$ cat src/rtl/addr_issue_queue.sv
`default_nettype none
// +----------------------------------------------------------------------------+
// | Module      : addr_issue_queue                                             |
// | Description : Address FIFO feeding a single-outstanding memory issue FSM.  |
// | Revision    : 1.0 - initial release                                        |
// +----------------------------------------------------------------------------+
module addr_issue_queue #(
  parameter int DEPTH  = 4,
  parameter int ADDR_W = 32,
  parameter int DATA_W = 32
) (
  input  logic                    clock,
  input  logic                    reset,
  input  logic                    io_in_valid,
  output logic                    io_in_ready,
  input  logic [ADDR_W-1:0]       io_in_bits_address,
  output logic                    io_mem_req_valid,
  input  logic                    io_mem_req_ready,
  output logic [ADDR_W-1:0]       io_mem_req_bits_address,
  input  logic                    io_mem_resp_valid,
  input  logic [DATA_W-1:0]       io_mem_resp_bits_data,
  output logic                    io_out_valid,
  input  logic                    io_out_ready,
  output logic [ADDR_W-1:0]       io_out_bits_address,
  output logic [DATA_W-1:0]       io_out_bits_data,
  output logic [$clog2(DEPTH):0]  io_count
);

  localparam int PTR_W = $clog2(DEPTH);
  localparam int CNT_W = PTR_W + 1;
  localparam logic [CNT_W-1:0] C_FULL = CNT_W'(DEPTH);

  typedef enum logic [1:0] {
    S_IDLE = 2'd0,
    S_REQ  = 2'd1,
    S_WAIT = 2'd2,
    S_RESP = 2'd3
  } state_t;

  logic [ADDR_W-1:0] r_mem [DEPTH];
  logic [PTR_W-1:0]  r_wr_ptr;
  logic [PTR_W-1:0]  r_rd_ptr;
  logic [CNT_W-1:0]  r_count;

  state_t            r_state;
  logic              r_req_valid;
  logic              r_out_valid;
  logic [ADDR_W-1:0] r_addr;
  logic [DATA_W-1:0] r_data;

  logic w_enq;
  logic w_load;
  logic w_not_empty;

  assign w_not_empty = (r_count != '0);
  assign io_in_ready = (r_count != C_FULL);
  assign w_enq       = io_in_valid & io_in_ready;
  // Head is popped only when the FSM is free to take it, never bypassed.
  assign w_load      = w_not_empty &
                       ((r_state == S_IDLE) | ((r_state == S_RESP) & io_out_ready));

  always_ff @(posedge clock) begin
    if (w_enq) begin
      r_mem[r_wr_ptr] <= io_in_bits_address;
    end
  end

  always_ff @(posedge clock or negedge reset) begin
    if (!reset) begin
      r_wr_ptr <= '0;
      r_rd_ptr <= '0;
      r_count  <= '0;
    end else begin
      if (w_enq) begin
        r_wr_ptr <= r_wr_ptr + 1'b1;
      end
      if (w_load) begin
        r_rd_ptr <= r_rd_ptr + 1'b1;
      end
      case ({w_enq, w_load})
        2'b10:   r_count <= r_count + 1'b1;
        2'b01:   r_count <= r_count - 1'b1;
        default: r_count <= r_count;
      endcase
    end
  end

  always_ff @(posedge clock or negedge reset) begin
    if (!reset) begin
      r_state     <= S_IDLE;
      r_req_valid <= 1'b0;
      r_out_valid <= 1'b0;
      r_addr      <= '0;
      r_data      <= '0;
    end else begin
      case (r_state)
        S_IDLE: begin
          if (w_load) begin
            r_addr      <= r_mem[r_rd_ptr];
            r_state     <= S_REQ;
            r_req_valid <= 1'b1;
          end
        end
        S_REQ: begin
          if (io_mem_req_ready) begin
            r_state     <= S_WAIT;
            r_req_valid <= 1'b0;
          end
        end
        S_WAIT: begin
          if (io_mem_resp_valid) begin
            r_data      <= io_mem_resp_bits_data;
            r_state     <= S_RESP;
            r_out_valid <= 1'b1;
          end
        end
        S_RESP: begin
          if (io_out_ready) begin
            r_out_valid <= 1'b0;
            // Chain straight into the next request to avoid an IDLE bubble.
            if (w_not_empty) begin
              r_addr      <= r_mem[r_rd_ptr];
              r_state     <= S_REQ;
              r_req_valid <= 1'b1;
            end else begin
              r_state     <= S_IDLE;
            end
          end
        end
        default: begin
          r_state     <= S_IDLE;
          r_req_valid <= 1'b0;
          r_out_valid <= 1'b0;
        end
      endcase
    end
  end

  assign io_mem_req_valid        = r_req_valid;
  assign io_mem_req_bits_address = r_addr;
  assign io_out_valid            = r_out_valid;
  assign io_out_bits_address     = r_addr;
  assign io_out_bits_data        = r_data;
  assign io_count                = r_count;

  a_count_bound: assert property (@(posedge clock) disable iff (!reset)
    r_count <= C_FULL);
  a_valid_exclusive: assert property (@(posedge clock) disable iff (!reset)
    !(r_req_valid && r_out_valid));
  a_req_hold: assert property (@(posedge clock) disable iff (!reset)
    (r_req_valid && !io_mem_req_ready) |=> (r_req_valid && $stable(r_addr)));
  a_out_hold: assert property (@(posedge clock) disable iff (!reset)
    (r_out_valid && !io_out_ready) |=> (r_out_valid && $stable(r_data)));

endmodule
`default_nettype wire

$ cat config.mk
export PLATFORM = sky130hd
export DESIGN_NAME = addr_issue_queue
export DESIGN_NICKNAME = d
export VERILOG_FILES = /design/src/rtl/addr_issue_queue.sv
export SDC_FILE = /design/constraint.sdc
export NUM_CORES = 1
export LEC_CHECK = 0
export ABC_AREA = 1
export BUFFER_PORTS_ARGS = -buffer_cell sky130_fd_sc_hd__clkbuf_2
export CORE_ASPECT_RATIO = 0.8
export CORE_MARGIN = 2
export CORE_UTILIZATION = 54
export DETAILED_ROUTE_END_ITERATION = 8
export PLACE_DENSITY = 0.87
export RECOVER_POWER = 100
export SETUP_SLACK_MARGIN = 0.1
export SLEW_MARGIN = 20
export SYNTH_ARGS = -nofsm -noshare
export SYNTH_HDL_FRONTEND = slang
export SYNTH_SLANG_ARGS = --single-unit
$ cat constraint.sdc
create_clock -name clock -period 2.91 [get_ports clock]
set_clock_uncertainty 0.15 [all_clocks]
set_input_delay 0.1455 -clock clock [delete_from_list [all_inputs] [get_ports clock]]
set_output_delay 0.1455 -clock clock [all_outputs]
set_load 0.02 [all_outputs]
# Yosys cells after proc, flatten, opt, wreduce, memory -nomap -nowiden
# Memory sizes are Yosys's and may differ from the RTL's.
# Cells that the tools add are included.
# W data, S select, Z words.
[totals]
reg_bits = 75
ramBits = 128
output_inout_bits = 102
mem_count = 1
[op_classes]
n_addsub = 4
eq_ne = 11
muxes = 21
n_bitwise = 4
reduce_logical = 11
[memory_table]
columns = ["memory", "depth", "width", "rd", "rd_clocked_by_memory_dff", "wr", "line", "text"]
rows = [
  ["r_mem", 4, 32, 1, 0, 1, "40", "logic [ADDR_W-1:0] r_mem [DEPTH];"],
]
[ops]
columns = ["cell", "n"]
rows = [
  ["$mux W32", 3],
  ["$pmux W32 S2", 1],
  ["$ne A2 B2 Y1 const B", 5],
  ["$mux W1", 9],
  ["$mux W2", 4],
  ["$pmux W2 S4", 1],
  ["$reduce_and A4 Y1", 2],
  ["$eq A2 B2 Y1 const B", 3],
  ["$pmux W3 S2", 1],
  ["$reduce_bool A2 Y1", 3],
  ["$reduce_bool A3 Y1", 2],
  ["$reduce_and A5 Y1", 1],
  ["$add A2 B1 Y2 const B", 2],
  ["$eq A2 B1 Y1 const B", 2],
  ["$add A3 B1 Y3 const B", 1],
  ["$and A1 B1 Y1", 3],
  ["$ne A3 B3 Y1 const B", 1],
  ["$pmux W1 S3", 1],
  ["$reduce_and A3 Y1", 1],
  ["$sub A3 B1 Y3 const B", 1],
  ["$logic_not A2 Y1", 1],
  ["$pmux W1 S2", 1],
  ["$reduce_and A2 Y1", 1],
  ["$or A1 B1 Y1", 1],
]

# Logic depth before layout (Yosys ltp)
[depth]
word_depth = 6
depth_mapped = 12
depth_no_buf = 12

# Least setup slack after synthesis
# No wires, ideal clock.
[synth_timing]
path_type = "reg-to-reg"
from = "register r_count[0] (netlist: io_count[0])"
to = "memory r_mem[0][0] (enable)"
arrival_ns = 2.360
required_time_ns = 2.339
path_slack_ns = -0.021
path_stages_with_launch = 5
n_path_buf = 0
synth_period_minus_slack_ns = 2.931
cell_sequence = "dfrtp_1 inv_2 nand3_1 nand2_2 nor2_1"
[synth_between]
elab_chain_len = 4
[synth_lines]
columns = ["item", "line", "text"]
rows = [
  ["start: declaration", "43", "logic [CNT_W-1:0] r_count;"],
  ["start signal: assignment", "81", "2'b10: r_count <= r_count + 1'b1;"],
  ["start signal: assignment", "82", "2'b01: r_count <= r_count - 1'b1;"],
  ["start signal: assignment", "83", "default: r_count <= r_count;"],
  ["$ne A3 B3 Y1", "56", "assign io_in_ready = (r_count != C_FULL);"],
  ["via io_in_ready", "15", "output logic io_in_ready,"],
  ["$and A1 B1 Y1", "57", "assign w_enq = io_in_valid & io_in_ready;"],
  ["$mux W1", "63", "if (w_enq) begin"],
  ["$mux W1 (not written as such)", "64", "r_mem[r_wr_ptr] <= io_in_bits_address;"],
  ["end: declaration", "40", ""],
]
# The timed path passes the listed nets, and every way through them passes these cells.

# Worst setup path after layout
[layout_timing]
from = "register r_state[0]"
to = "register r_data[20] (netlist: io_out_bits_data[20])"
[layout_between]
elab_chain_len = 2
[layout_lines]
columns = ["item", "line", "text"]
rows = [
  ["start: declaration", "45", "state_t r_state;"],
  ["start signal: assignment", "90", "r_state <= S_IDLE;"],
  ["start signal: assignment", "100", "r_state <= S_REQ;"],
  ["start signal: assignment", "106", "r_state <= S_WAIT;"],
  ["$eq A2 B2 Y1", "96", "case (r_state)"],
  ["$reduce_and A2 Y1 (no line)", "n/a", ""],
  ["end signal: assignment", "112", "r_data <= io_mem_resp_bits_data;"],
  ["end: declaration", "49", "logic [DATA_W-1:0] r_data;"],
]
# No other way between the ends.
# A chain may end at the register's enable or synchronous reset.

==> flow_summary.yaml <==
outcome:
  status: "finished, violations left"
  violations: "capacitance limit, slew limit"
timing:
  hold_ws_ps: 285
  period_needed_ps: 2480
  timing.fmax_mhz: 403
  fin_ws_ps: 430
  grt_setup_unrepaired: "no"
  hold_violations: 0
  setup_viol: 0
  slew_headroom_pct: -30.2
  worst_pin_slew_ps: 1950
  finalMaxSlewViolations: 76
  finalCritPeriodShare_pct: 85.2
placed_design:
  hpwl_um: 9910
  place_area_um2: 9020
  globalplace.congestion: 0.775
  dpl.cell_count: 974
  portBuffers: 171
  pre_cts_ws_ps: 541
detailed_routing:
  via_count: 5532
  routed_wl_um: 18000
  drtAntennaViolNets: 0
  drt-pass1-iter-count: 4
  drc_errors: 0
  wire_per_inst_um: 16.7
  vias_per_cell: 5.12
  drt_iter0_drc: 249
global_routing:
  grt_max_degree: 76
  grt_pass1_vias: 5486
  grt_pass1_wl_um: 27900
  overflow: 0
  antenna_found_initial: 1
  track_usage_pct: 22.1
synthesis:
  yosysSeqAreaShare_pct: 69.5
  ys_warn_count: 0
  syn_inst: 668
  synth.distinct_cells: 24
  mappedNetlistNets: 750
  yosys_register_bits: 203
  synth_area_um2: 8230
  avgSynthCellArea_um2: 12.3
clock_network:
  cts_sinks: 203
  ctsHtreeMaxLevel: 1
  cts_buffer_depth: 3
  cts_setup_buffers: 0
  clkLatencyLatePin_ps: 490
  cts.clk_slew.worst_paths_ps: 60
  cts_root_buffer: "clkbuf_16"
  cts_resized: 0
  cts_tree: "done"
  hold_buffers: 69
  cts_buffers: 20
layout:
  instances_no_fill: 1080
  area_delta_synth_final_pct: 23.2
  fin_nets: 958
  drive_gt1_share_pct: 13.1
  stdcell_area_um2: 10100
power:
  leakage_nw: 4.14
  totalPowerFinal_mw: 11.5
  power.density_nw_per_um2: 1130
  ir_drop_uv: 690
worst_setup_path:
  r2r.worst_path.cells: 4
  critPathCaptureType: "flip-flop"
  worstPathArrival_ps: 2690
  path_max_fanout: 33
  worstPathRequired_ps: 3120
  reg2reg_to: "io_out_bits_data[20]"
  startpoint_type: "flip-flop"
  worstReg2RegStart: "r_state[0]"
  worstSetupPathType: "flip-flop to flip-flop"
  rrSetupSlack_ps: 430
run:
  maxCapViolations: 1
floorplan:
  start_util_pct: 55.0
  coreArea_um2: 15000
  die_w_um: 142
  ios: 172
  die_h_um: 114
  fp-row-count: 40
  dieArea_um2: 16300
worst_hold_path:
  hold_path_depth: 3
  hold_class: "primary input to flip-flop"
  hold_end: "io_out_bits_data[17]"
  hp-start: "io_mem_resp_bits_data[17]"
-- cell families (layout without fill, tap and decap cells) --
kind of cell               count (synthesis)  after routing  synth area share (%)
and+or+nand+nor                          293            293                  14.8
buffers and inverters                     82            304                  6.40
other                                      0              1                     0
xor gates and xnor gates                   5              5                 0.532
muxes                                     32             32                  4.38
DFF                                      203            203                  69.5
adders and majority gates                 12             12                  1.92
AOI/OAI and AO/OA                         41             41                  2.52
-- placed cells by master (no fill, tap or decap) --
cell type / n
clkbuf_1: 138
nor2_4: 1
o21ai_1: 1
a21oi_1: 2
nand4_1: 1
clkinv_1: 1
nand3_2: 1
inv_1: 18
nor2_1: 6
clkbuf_2: 39
nand3_1: 68
o21ai_0: 37
dfrtp_2: 2
ha_1: 11
xor2_1: 3
buf_4: 2
clkinv_2: 8
o211ai_1: 1
clkbuf_16: 21
mux2_1: 1
mux2_2: 31
dlygate4sd3_1: 69
xnor2_1: 2
clkbuf_8: 1
fa_1: 1
diode_2: 1
nor2_2: 3
dfrtp_1: 73
buf_12: 4
edfxtp_1: 128
nand2_1: 212
nand3_4: 1
bufinv_16: 1
inv_2: 2
-- power by group --
group / internal (mW) / switching (mW)
sequential: 4.04 / 0.462
clock: 1.43 / 1.02
combinational: 1.38 / 3.15
-- synthesized netlist by cell type, drive strengths merged --
| cell | count | share of area (%) |
|---|---|---|
| o211ai | 1 | 0.091 |
| inv | 20 | 0.91 |
| buf | 57 | 5.3 |
| nand3 | 70 | 4.5 |
| edfxtp | 128 | 47 |
| a21oi | 2 | 0.12 |
| xor2 | 3 | 0.32 |
| o21ai | 38 | 2.3 |
| nand4 | 1 | 0.076 |
| xnor2 | 2 | 0.21 |
| mux2 | 32 | 4.4 |
| clkbuf | 5 | 0.23 |
| ha | 11 | 1.7 |
| nor2 | 10 | 0.46 |
| fa | 1 | 0.24 |
| dfrtp | 75 | 23 |
| nand2 | 212 | 9.8 |
-- metrics by stage --
| step | util (%) | setup TNS (ps) |
|---|---|---|
| 6_report | 67.8 | 0 |
| 5_1_grt | 67.8 | 0 |
| 4_1_cts | 69.1 | 0 |
| 3_5_place_dp | 60.3 | 0 |
| 3_3_place_gp | 60.3 | 0 |
| 2_1_floorplan | - | -2700 |
-- final cells by class --
| class | instances | area (um^2) |
|---|---|---|
| Inverter | 20 | 75.1 |
| Sequential cell | 203 | 5720 |
| Multi-Input combinational cell | 383 | 1990 |
| Clock inverter | 10 | 73.8 |
| Antenna cell | 1 | 2.50 |
| Timing Repair Buffer | 248 | 1480 |
| Clock buffer | 26 | 554 |
| Tap cell | 189 | 236 |
| Fill cell | 1120 | 4820 |
-- registers in the layout, indices dropped and copies added (netlist names) --
register,cells
io_count,3
io_mem_req_bits_address,32
io_mem_req_valid,1
io_out_bits_data,32
io_out_valid,1
r_mem,128
r_rd_ptr,2
r_state,2
r_wr_ptr,2
-- metal layers --
| metal | wire length (um) | global-route usage (%) |
|---|---|---|
| met1 | 7600 | 28.4 |
| met2 | 8930 | 38.9 |
| met3 | 1210 | 4.48 |
| met4 | 303 | 5.47 |
| met5 | 0 | 0 |
-- worst max-delay path by stage --
stage / endpoint / slack, ps / from / cells past startpoint
after CTS: io_count[2] / 530 / r_state[1] / 11
after global routing: r_rd_ptr[0] / 260 / reset / 2
after floorplan: r_mem[0][0] / -20 / io_count[0] / 4
after global placement: io_count[2] / 620 / r_state[0] / 11
after detailed placement: io_count[2] / 540 / r_state[1] / 11
final: io_out_bits_data[20] / 430 / r_state[0] / 4
-- worst max-delay path: stages, from the launching register on --
cell     delay (ps)
dfrtp_1         420
inv_1           150
ha_1            220
nand2_1         760
mux2_1          650
No activity file was read; power rests on OpenSTA's default activity.
